### src/rtl/mmio_uart_tx_pkg.sv
// Shared constants for the MMIO UART transmitter: register offsets, bit indices,
// serializer states and the STATUS word packer.
package mmio_uart_pkg;

  localparam logic [31:0] OFF_TXDATA = 32'h0000_0000;
  localparam logic [31:0] OFF_STATUS = 32'h0000_0004;
  localparam logic [31:0] OFF_CTRL   = 32'h0000_0008;

  localparam int ST_FULL      = 0;
  localparam int ST_EMPTY     = 1;
  localparam int ST_BUSY      = 2;
  localparam int ST_OVERFLOW  = 3;
  localparam int ST_COUNT_LSB = 8;

  localparam int CTRL_ENABLE  = 0;
  localparam int CTRL_FLUSH   = 1;
  localparam int CTRL_CLR_OVF = 2;

  typedef enum logic [1:0] {
    S_IDLE  = 2'd0,
    S_START = 2'd1,
    S_DATA  = 2'd2,
    S_STOP  = 2'd3
  } tx_state_e;

  function automatic logic [31:0] pack_status(input logic       full,
                                              input logic       empty,
                                              input logic       busy_b,
                                              input logic       ovf,
                                              input logic [7:0] count);
    logic [31:0] s;
    s                       = 32'h0000_0000;
    s[ST_FULL]              = full;
    s[ST_EMPTY]             = empty;
    s[ST_BUSY]              = busy_b;
    s[ST_OVERFLOW]          = ovf;
    s[ST_COUNT_LSB +: 8]    = count;
    return s;
  endfunction

endpackage

### src/rtl/mmio_uart_tx_if.sv
// Data-memory port seen by the transmitter: store strobe, address, write data
// and the combinational status readback.
interface mmio_uart_tx_if;
  logic        MemWrite;
  logic [31:0] DataAdr;
  logic [31:0] WriteData;
  logic [31:0] ReadData;

  modport master (output MemWrite, output DataAdr, output WriteData, input ReadData);
  modport slave  (input MemWrite, input DataAdr, input WriteData, output ReadData);
endinterface

### src/rtl/mmio_uart_tx_sync_fifo.sv
// Single-clock FIFO with occupancy count and one-cycle flush; a push while full
// is accepted only when a pop happens on the same edge.
module sync_fifo #(
  parameter int WIDTH = 8,
  parameter int DEPTH = 8
) (
  input  logic                         clk,
  input  logic                         reset,
  input  logic                         push_i,
  input  logic [WIDTH-1:0]             wdata_i,
  input  logic                         pop_i,
  input  logic                         flush_i,
  output logic [WIDTH-1:0]             rdata_o,
  output logic                         full_o,
  output logic                         empty_o,
  output logic [$clog2(DEPTH+1)-1:0]   count_o
);
  localparam int AW = $clog2(DEPTH);
  localparam int CW = $clog2(DEPTH + 1);

  logic [WIDTH-1:0] mem_q [DEPTH];
  logic [AW-1:0]    wr_ptr_q, wr_ptr_d, rd_ptr_q, rd_ptr_d;
  logic [CW-1:0]    count_q, count_d;
  logic             do_push_s, do_pop_s;

  assign full_o  = (count_q == CW'(DEPTH));
  assign empty_o = (count_q == '0);
  assign rdata_o = mem_q[rd_ptr_q];
  assign count_o = count_q;

  // Pointer and count update; flush wins over any concurrent push.
  always_comb begin
    do_pop_s  = pop_i & ~empty_o;
    do_push_s = push_i & ~flush_i & (~full_o | do_pop_s);
    wr_ptr_d  = wr_ptr_q;
    rd_ptr_d  = rd_ptr_q;
    count_d   = count_q;
    if (flush_i) begin
      wr_ptr_d = '0;
      rd_ptr_d = '0;
      count_d  = '0;
    end else begin
      wr_ptr_d = do_push_s ? wr_ptr_q + AW'(1) : wr_ptr_q;
      rd_ptr_d = do_pop_s  ? rd_ptr_q + AW'(1) : rd_ptr_q;
      case ({do_push_s, do_pop_s})
        2'b10:   count_d = count_q + CW'(1);
        2'b01:   count_d = count_q - CW'(1);
        default: count_d = count_q;
      endcase
    end
  end

  // Control state register.
  always_ff @(posedge clk or negedge reset) begin
    if (!reset) begin
      wr_ptr_q <= '0;
      rd_ptr_q <= '0;
      count_q  <= '0;
    end else begin
      wr_ptr_q <= wr_ptr_d;
      rd_ptr_q <= rd_ptr_d;
      count_q  <= count_d;
    end
  end

  // Storage array; contents are meaningless outside the count window, so no reset.
  always_ff @(posedge clk) begin
    if (do_push_s) begin
      mem_q[wr_ptr_q] <= wdata_i;
    end
  end

endmodule

### src/rtl/mmio_uart_tx.sv
// MMIO 8N1 transmitter: decodes a 3-register window on the data-memory port,
// queues stored bytes in a FIFO and serializes them on a flopped tx line.
module mmio_uart_tx
  import mmio_uart_pkg::*;
#(
  parameter logic [31:0] BASE_ADDR    = 32'hFFFF_0000,
  parameter int          DEPTH        = 8,
  parameter int          CLKS_PER_BIT = 16
) (
  input  logic          clk,
  input  logic          reset,
  mmio_uart_tx_if.slave bus,
  output logic          tx,
  output logic          busy
);
  localparam int            CW        = $clog2(DEPTH + 1);
  localparam int            BW        = $clog2(CLKS_PER_BIT);
  localparam logic [BW-1:0] BAUD_LAST = BW'(CLKS_PER_BIT - 1);

  logic          sel_txdata_s, sel_status_s, sel_ctrl_s;
  logic          wr_txdata_s, wr_ctrl_s, flush_s, clr_ovf_s;
  logic          fifo_full_s, fifo_empty_s, pop_s, can_pop_s, baud_end_s;
  logic [7:0]    fifo_rdata_s, count8_s;
  logic [CW-1:0] fifo_count_s;
  logic          enable_q, enable_d, overflow_q, overflow_d;
  tx_state_e     state_q, state_d;
  logic [BW-1:0] baud_q, baud_d;
  logic [2:0]    bit_q, bit_d;
  logic [7:0]    shreg_q, shreg_d;
  logic          tx_q, tx_d, busy_q, busy_d;
  logic          unused_wdata_s;

  assign sel_txdata_s   = (bus.DataAdr == BASE_ADDR + OFF_TXDATA);
  assign sel_status_s   = (bus.DataAdr == BASE_ADDR + OFF_STATUS);
  assign sel_ctrl_s     = (bus.DataAdr == BASE_ADDR + OFF_CTRL);
  assign wr_txdata_s    = bus.MemWrite & sel_txdata_s;
  assign wr_ctrl_s      = bus.MemWrite & sel_ctrl_s;
  assign flush_s        = wr_ctrl_s & bus.WriteData[CTRL_FLUSH];
  assign clr_ovf_s      = wr_ctrl_s & bus.WriteData[CTRL_CLR_OVF];
  assign unused_wdata_s = ^bus.WriteData[31:8];
  assign count8_s       = 8'(fifo_count_s);

  assign bus.ReadData = sel_status_s
                      ? pack_status(fifo_full_s, fifo_empty_s, busy_q, overflow_q, count8_s)
                      : 32'h0000_0000;
  assign tx   = tx_q;
  assign busy = busy_q;

  sync_fifo #(
    .WIDTH (8),
    .DEPTH (DEPTH)
  ) u_fifo (
    .clk     (clk),
    .reset   (reset),
    .push_i  (wr_txdata_s),
    .wdata_i (bus.WriteData[7:0]),
    .pop_i   (pop_s),
    .flush_i (flush_s),
    .rdata_o (fifo_rdata_s),
    .full_o  (fifo_full_s),
    .empty_o (fifo_empty_s),
    .count_o (fifo_count_s)
  );

  // CTRL side effects and the sticky overflow flag (a drop only when no pop frees a slot).
  always_comb begin
    enable_d   = enable_q;
    overflow_d = overflow_q;
    if (wr_ctrl_s) begin
      enable_d = bus.WriteData[CTRL_ENABLE];
    end else begin
      enable_d = enable_q;
    end
    if (clr_ovf_s) begin
      overflow_d = 1'b0;
    end else if (wr_txdata_s && fifo_full_s && !pop_s) begin
      overflow_d = 1'b1;
    end else begin
      overflow_d = overflow_q;
    end
  end

  // Serializer next state: baud counter paces each line phase, shreg feeds LSB first.
  always_comb begin
    state_d    = state_q;
    baud_d     = baud_q;
    bit_d      = bit_q;
    shreg_d    = shreg_q;
    tx_d       = tx_q;
    pop_s      = 1'b0;
    baud_end_s = (baud_q == BAUD_LAST);
    can_pop_s  = enable_q & ~fifo_empty_s;
    case (state_q)
      S_IDLE: begin
        if (can_pop_s) begin
          pop_s   = 1'b1;
          state_d = S_START;
          baud_d  = '0;
          shreg_d = fifo_rdata_s;
          tx_d    = 1'b0;
        end else begin
          tx_d    = 1'b1;
        end
      end
      S_START: begin
        if (baud_end_s) begin
          state_d = S_DATA;
          baud_d  = '0;
          bit_d   = 3'd0;
          tx_d    = shreg_q[0];
          shreg_d = {1'b0, shreg_q[7:1]};
        end else begin
          baud_d  = baud_q + BW'(1);
        end
      end
      S_DATA: begin
        if (baud_end_s) begin
          baud_d = '0;
          if (bit_q == 3'd7) begin
            state_d = S_STOP;
            tx_d    = 1'b1;
          end else begin
            bit_d   = bit_q + 3'd1;
            tx_d    = shreg_q[0];
            shreg_d = {1'b0, shreg_q[7:1]};
          end
        end else begin
          baud_d = baud_q + BW'(1);
        end
      end
      S_STOP: begin
        if (baud_end_s) begin
          baud_d = '0;
          if (can_pop_s) begin
            pop_s   = 1'b1;
            state_d = S_START;
            shreg_d = fifo_rdata_s;
            tx_d    = 1'b0;
          end else begin
            state_d = S_IDLE;
            tx_d    = 1'b1;
          end
        end else begin
          baud_d = baud_q + BW'(1);
        end
      end
      default: begin
        state_d = S_IDLE;
        baud_d  = '0;
        tx_d    = 1'b1;
      end
    endcase
    busy_d = (state_d != S_IDLE);
  end

  // State register; reset drives the line idle-high asynchronously.
  always_ff @(posedge clk or negedge reset) begin
    if (!reset) begin
      enable_q   <= 1'b1;
      overflow_q <= 1'b0;
      state_q    <= S_IDLE;
      baud_q     <= '0;
      bit_q      <= 3'd0;
      shreg_q    <= 8'h00;
      tx_q       <= 1'b1;
      busy_q     <= 1'b0;
    end else begin
      enable_q   <= enable_d;
      overflow_q <= overflow_d;
      state_q    <= state_d;
      baud_q     <= baud_d;
      bit_q      <= bit_d;
      shreg_q    <= shreg_d;
      tx_q       <= tx_d;
      busy_q     <= busy_d;
    end
  end

endmodule

### src/flat_wrapper.sv
// flat-port wrapper written by rule: the top's interface ports become plain ports
module mmio_uart_tx_flat import mmio_uart_pkg::*;
#(
  parameter logic [31:0] BASE_ADDR    = 32'hFFFF_0000,
  parameter int          DEPTH        = 8,
  parameter int          CLKS_PER_BIT = 16
)
  (clk, reset, tx, busy, bus_MemWrite, bus_DataAdr, bus_WriteData, bus_ReadData);
  mmio_uart_tx_if bus_i ();
  input  logic clk;
  input  logic reset;
  output logic tx;
  output logic busy;
  input wire logic [$bits(bus_i.MemWrite)-1:0] bus_MemWrite;
  input wire logic [$bits(bus_i.DataAdr)-1:0] bus_DataAdr;
  input wire logic [$bits(bus_i.WriteData)-1:0] bus_WriteData;
  output wire logic [$bits(bus_i.ReadData)-1:0] bus_ReadData;
  assign bus_i.MemWrite = bus_MemWrite;
  assign bus_i.DataAdr = bus_DataAdr;
  assign bus_i.WriteData = bus_WriteData;
  assign bus_ReadData = bus_i.ReadData;
  mmio_uart_tx #(.BASE_ADDR(BASE_ADDR), .DEPTH(DEPTH), .CLKS_PER_BIT(CLKS_PER_BIT)) u_core (.clk(clk), .reset(reset), .bus(bus_i), .tx(tx), .busy(busy));
endmodule
### config.mk
export PLATFORM = sky130hd
export DESIGN_NAME = mmio_uart_tx_flat
export DESIGN_NICKNAME = d
export VERILOG_FILES = /design/src/rtl/mmio_uart_tx_pkg.sv /design/src/rtl/mmio_uart_tx_if.sv /design/src/rtl/mmio_uart_tx_sync_fifo.sv /design/src/rtl/mmio_uart_tx.sv /design/src/flat_wrapper.sv
export SDC_FILE = /design/constraint.sdc
export NUM_CORES = 1
export LEC_CHECK = 0
export BUFFER_PORTS_ARGS = -buffer_cell sky130_fd_sc_hd__clkbuf_2
export CAP_MARGIN = 10
export CORE_MARGIN = 4
export CORE_UTILIZATION = 54
export DETAILED_ROUTE_END_ITERATION = 8
export PLACE_DENSITY = 0.79
export SLEW_MARGIN = 40
export SYNTH_ARGS = -nofsm -noshare
export SYNTH_HDL_FRONTEND = slang
export SYNTH_SLANG_ARGS = --single-unit
### constraint.sdc
create_clock -name clk -period 3.8 [get_ports clk]
set_clock_uncertainty 0.05 [all_clocks]
set_input_delay 0.38 -clock clk [delete_from_list [all_inputs] [get_ports clk]]
set_output_delay 0.38 -clock clk [all_outputs]
set_load 0.05 [all_outputs]
==> flow_summary_export.csv <==
group,metric,value,unit
synth,synth_edf_count,64,
worst_setup_path,critical_path_required,4050,ps
route,wirelength,8480,um
worst_setup_path,worst-r2r-setup-slack,470,ps
route,dr.pass1.iters,4,
sta,slew_violations,0,
sta,relSlewSlack,47.3,%
sta,worst_slack,467,ps
clocking,htree_levels,3,
grt,grt_usage,18.2,%
route,routedWlPerCell,16.6,um
floorplan,design.core.area,8260,sq um
clocking,cts_buffer_depth,2,
worst_setup_path,slowest_stage,"o311a_4",
clocking,root_buffer,"clkbuf_8",
pwr,p_per_area,361,nW/um^2
worst_setup_path,cp-startpoint,"u_core.state_q[1]",
floorplan,die_x,100,um
synth,synth_top_flop_cell,"edfxtp_1",
synth,ys_warn_count,0,
pwr,leakagePower,2.13,nW
floorplan,dieArea,10100,sq um
placement,post-place-ws,519,ps
clocking,cts_setup_buffers,0,
placement,io_buffers,52,
min_path,hp-class,"in -> async",
worst_setup_path,crit_type,"reg -> reg",
clocking,cts_tree,"done",
synth,syn_area_per_cell,13.6,sq um
worst_setup_path,reg2reg_to,"u_core.u_fifo.count_o[2]",
synth,ys_seq_area_share,58.5,%
layout,antennaDiodeCount,0,
pwr,peakVddDrop,0.000322,V
synth,synth_cells,339,
sta,fmax,300,MHz
grt,grt_pass1_wl,13900,um
floorplan,initial_utilization,55.9,%
outcome,violations,"negative hold slack",
sta,post-route-min-period,3330,ps
floorplan,boundaryPins,101,
worst_setup_path,reg2reg_from,"u_core.state_q[1]",
sta,tns,0,ps
clocking,cts_buffers,9,
clocking,post_cts_resized,0,
synth,synth-seq-cells,95,
sta,worst_pin_slew,791,ps
route,antenna_left,0,
outcome,status,"finished, violations left",
synth,async_reset_ff_share,32.6,%
clocking,path_clk_slew,100,ps
synth,syn_area,4620,sq um
grt,grt_max_degree,32,
sta,min_period_over_period,87.7,%
route,vias,2807,
clocking,clock_sinks,95,
placement,gp_congestion,0.745,
route,avgViaCountPerCell,5.50,
layout,syn_to_final_growth,11.2,%
layout,layout-drive-gt1-share,29.9,%
worst_setup_path,critPathMaxFanout,7,
worst_setup_path,slowest_delay,440,ps
route,drc,0,
layout,fill_cells,638,
sta,finalHoldViolCount,8,
pwr,power,1.86,mW
worst_setup_path,worstPathCellList,"inv_1 > ha_1 > o311a_4 > nor4_4 > inv_1 > ha_1 > xor2_1 > ha_1 > a21oi_1 > xor2_1 > or3_1 > a21oi_1",
placement,post-dp-hpwl,6250,um
worst_setup_path,rr_worst_depth,12,
placement,place_area,4930,sq um
worst_setup_path,path_common_cell,"ha_1",
grt,grt_overflow,0,
synth,ys_types,63,
layout,multi_input_area,1750,sq um
layout,nets,480,
clocking,cts_hold_buf,0,
worst_setup_path,crit_path_end,"u_core.u_fifo.count_o[2]",
worst_setup_path,startpoint_type,"register",
grt,grt_pass1_vias,2786,
grt,antenna_found_initial,0,
sta,hold_ws,-7.40,ps
clocking,clock_latency,370,ps
route,drtIter0Drc,99,
worst_setup_path,cp_data_arrival_time,3590,ps
run,cap_violations,0,
worst_setup_path,endpoint_kind,"register",
floorplan,rows,33,
layout,seq_area,2700,sq um
sta,rsz0062_at_grt,"false",
floorplan,dieHeight,100,um
sta,setup_viol,0,
layout,final_area,5130,sq um
cells in the final DEF (no fill, tap or decap), types with 2 or more instances in the layout:
master | netlist | layout
inv_6 | 0 | 2
mux4_2 | 16 | 16
and2_2 | 2 | 2
nand2b_1 | 4 | 4
dfstp_2 | 2 | 2
nor3_1 | 3 | 3
nand2_1 | 36 | 36
dfrtp_1 | 29 | 28
nand3_1 | 3 | 3
ha_1 | 13 | 13
buf_4 | 26 | 10
nor3_2 | 3 | 3
clkbuf_8 | 0 | 9
inv_8 | 0 | 2
nor4_2 | 2 | 2
nor2_1 | 19 | 19
buf_2 | 2 | 2
a21oi_1 | 7 | 7
edfxtp_1 | 64 | 64
xnor2_1 | 3 | 3
xor2_1 | 4 | 4
inv_1 | 5 | 5
o21ai_0 | 27 | 27
nand4b_1 | 3 | 3
and2_1 | 5 | 5
o31ai_1 | 3 | 3
o22ai_1 | 2 | 2
clkbuf_2 | 2 | 51
nor4_1 | 2 | 2
a21o_1 | 2 | 2
and4bb_2 | 2 | 2
clkinv_4 | 0 | 2
conb_1 | 1 | 24
mux2i_1 | 10 | 10
registers in the layout, indices dropped and copies added (netlist names), 2 cells and up:
| signal | count |
|---|---|
| u_core.state_q | 2 |
| u_core.bit_q | 3 |
| u_core.u_fifo.count_o | 4 |
| u_core.shreg_q | 8 |
| u_core.u_fifo.wr_ptr_q | 3 |
| u_core.baud_q | 4 |
| u_core.u_fifo.mem_q | 64 |
| u_core.u_fifo.rd_ptr_q | 3 |
Yosys cell counts, types with 4 or more instances:
cell / count / share of area (%)
edfxtp_1: 64 / 42
buf_4: 26 / 4.2
nand2b_1: 4 / 0.54
a21oi_1: 7 / 0.76
ha_1: 13 / 3.5
and2_1: 5 / 0.68
nor2_1: 19 / 1.5
inv_1: 5 / 0.41
mux2i_1: 10 / 2.2
nand2_1: 36 / 2.9
o21ai_0: 27 / 2.9
xor2_1: 4 / 0.76
dfrtp_1: 29 / 16
mux4_2: 16 / 7.8
clkbuf_1: 4 / 0.33
per-stage QoR:
stage / hold WS [ps] / util (%) / cells
final: -7.40 / 62.2 / 510
after CTS: 45.0 / 62.1 / 509
after global routing: 47.7 / 62.2 / 510
after floorplan: 34.4 / - / 362
after global placement: 413 / 59.7 / 493
after detailed placement: 423 / 59.7 / 493
logic make-up (layout without fill, tap and decap cells):
group	count (synthesis)	count (layout)	share of synthesized area, %
AO/OA/AOI/OAI	53	53	7.70
XOR/XNOR	7	7	1.33
adder cells (fa/ha/maj)	13	13	3.52
buffers and inverters	41	84	5.56
flip-flops	95	95	58.5
multiplexers	27	27	10.2
other	1	24	0.0812
AND/OR/NAND/NOR	102	102	13.1
power breakdown:
part	total (mW)	leakage, nW	internal (mW)	switching [mW]
Combinational	0.0933	1.05	0.0183	0.0750
Sequential	1.10	0.980	1.10	0.00000000379
Clock	0.657	0.101	0.260	0.398
Total	1.86	2.13	1.38	0.473
routing by layer:
layer | global-route usage [%] | vias to the layer above | wire length [um]
li1 | - | 1348 | -
met1 | 22.5 | 1378 | 3510
met2 | 31.5 | 63 | 4440
met3 | 2.98 | 18 | 333
met4 | 7.88 | 0 | 195
met5 | 0 | - | 0
final cells by class:
class | count | share of cell area, %
flip-flops and latches | 95 | 52.6
multi-input cells | 226 | 34.0
repair buffers | 63 | 6.63
well taps | 105 | 2.56
clock buffers | 9 | 2.41
clock inverters | 7 | 1.44
inverters | 5 | 0.365
worst max-delay path: cells and delay by family (launching register included):
kind            cells  cell delay [ps]
simple gates        2              710
flops               1              410
xor+xnor            2              260
fa+ha+maj           3              870
compound gates      3              730
buf+inv             2              240
how the worst min path moves through the flow:
stage | start | endpoint | slack (ps) | cells after the start
floorplan | reset | u_core.baud_q[0] | 30 | 0
finish | reset | u_core.u_fifo.count_o[1] | -7 | 1
CTS | reset | u_core.u_fifo.count_o[1] | 50 | 1
global placement | u_core.shreg_q[2] | u_core.shreg_q[2] | 410 | 2
detailed placement | u_core.shreg_q[1] | u_core.shreg_q[1] | 420 | 2
global route | reset | u_core.u_fifo.count_o[1] | 50 | 1
(Power assumes the default switching activity.)
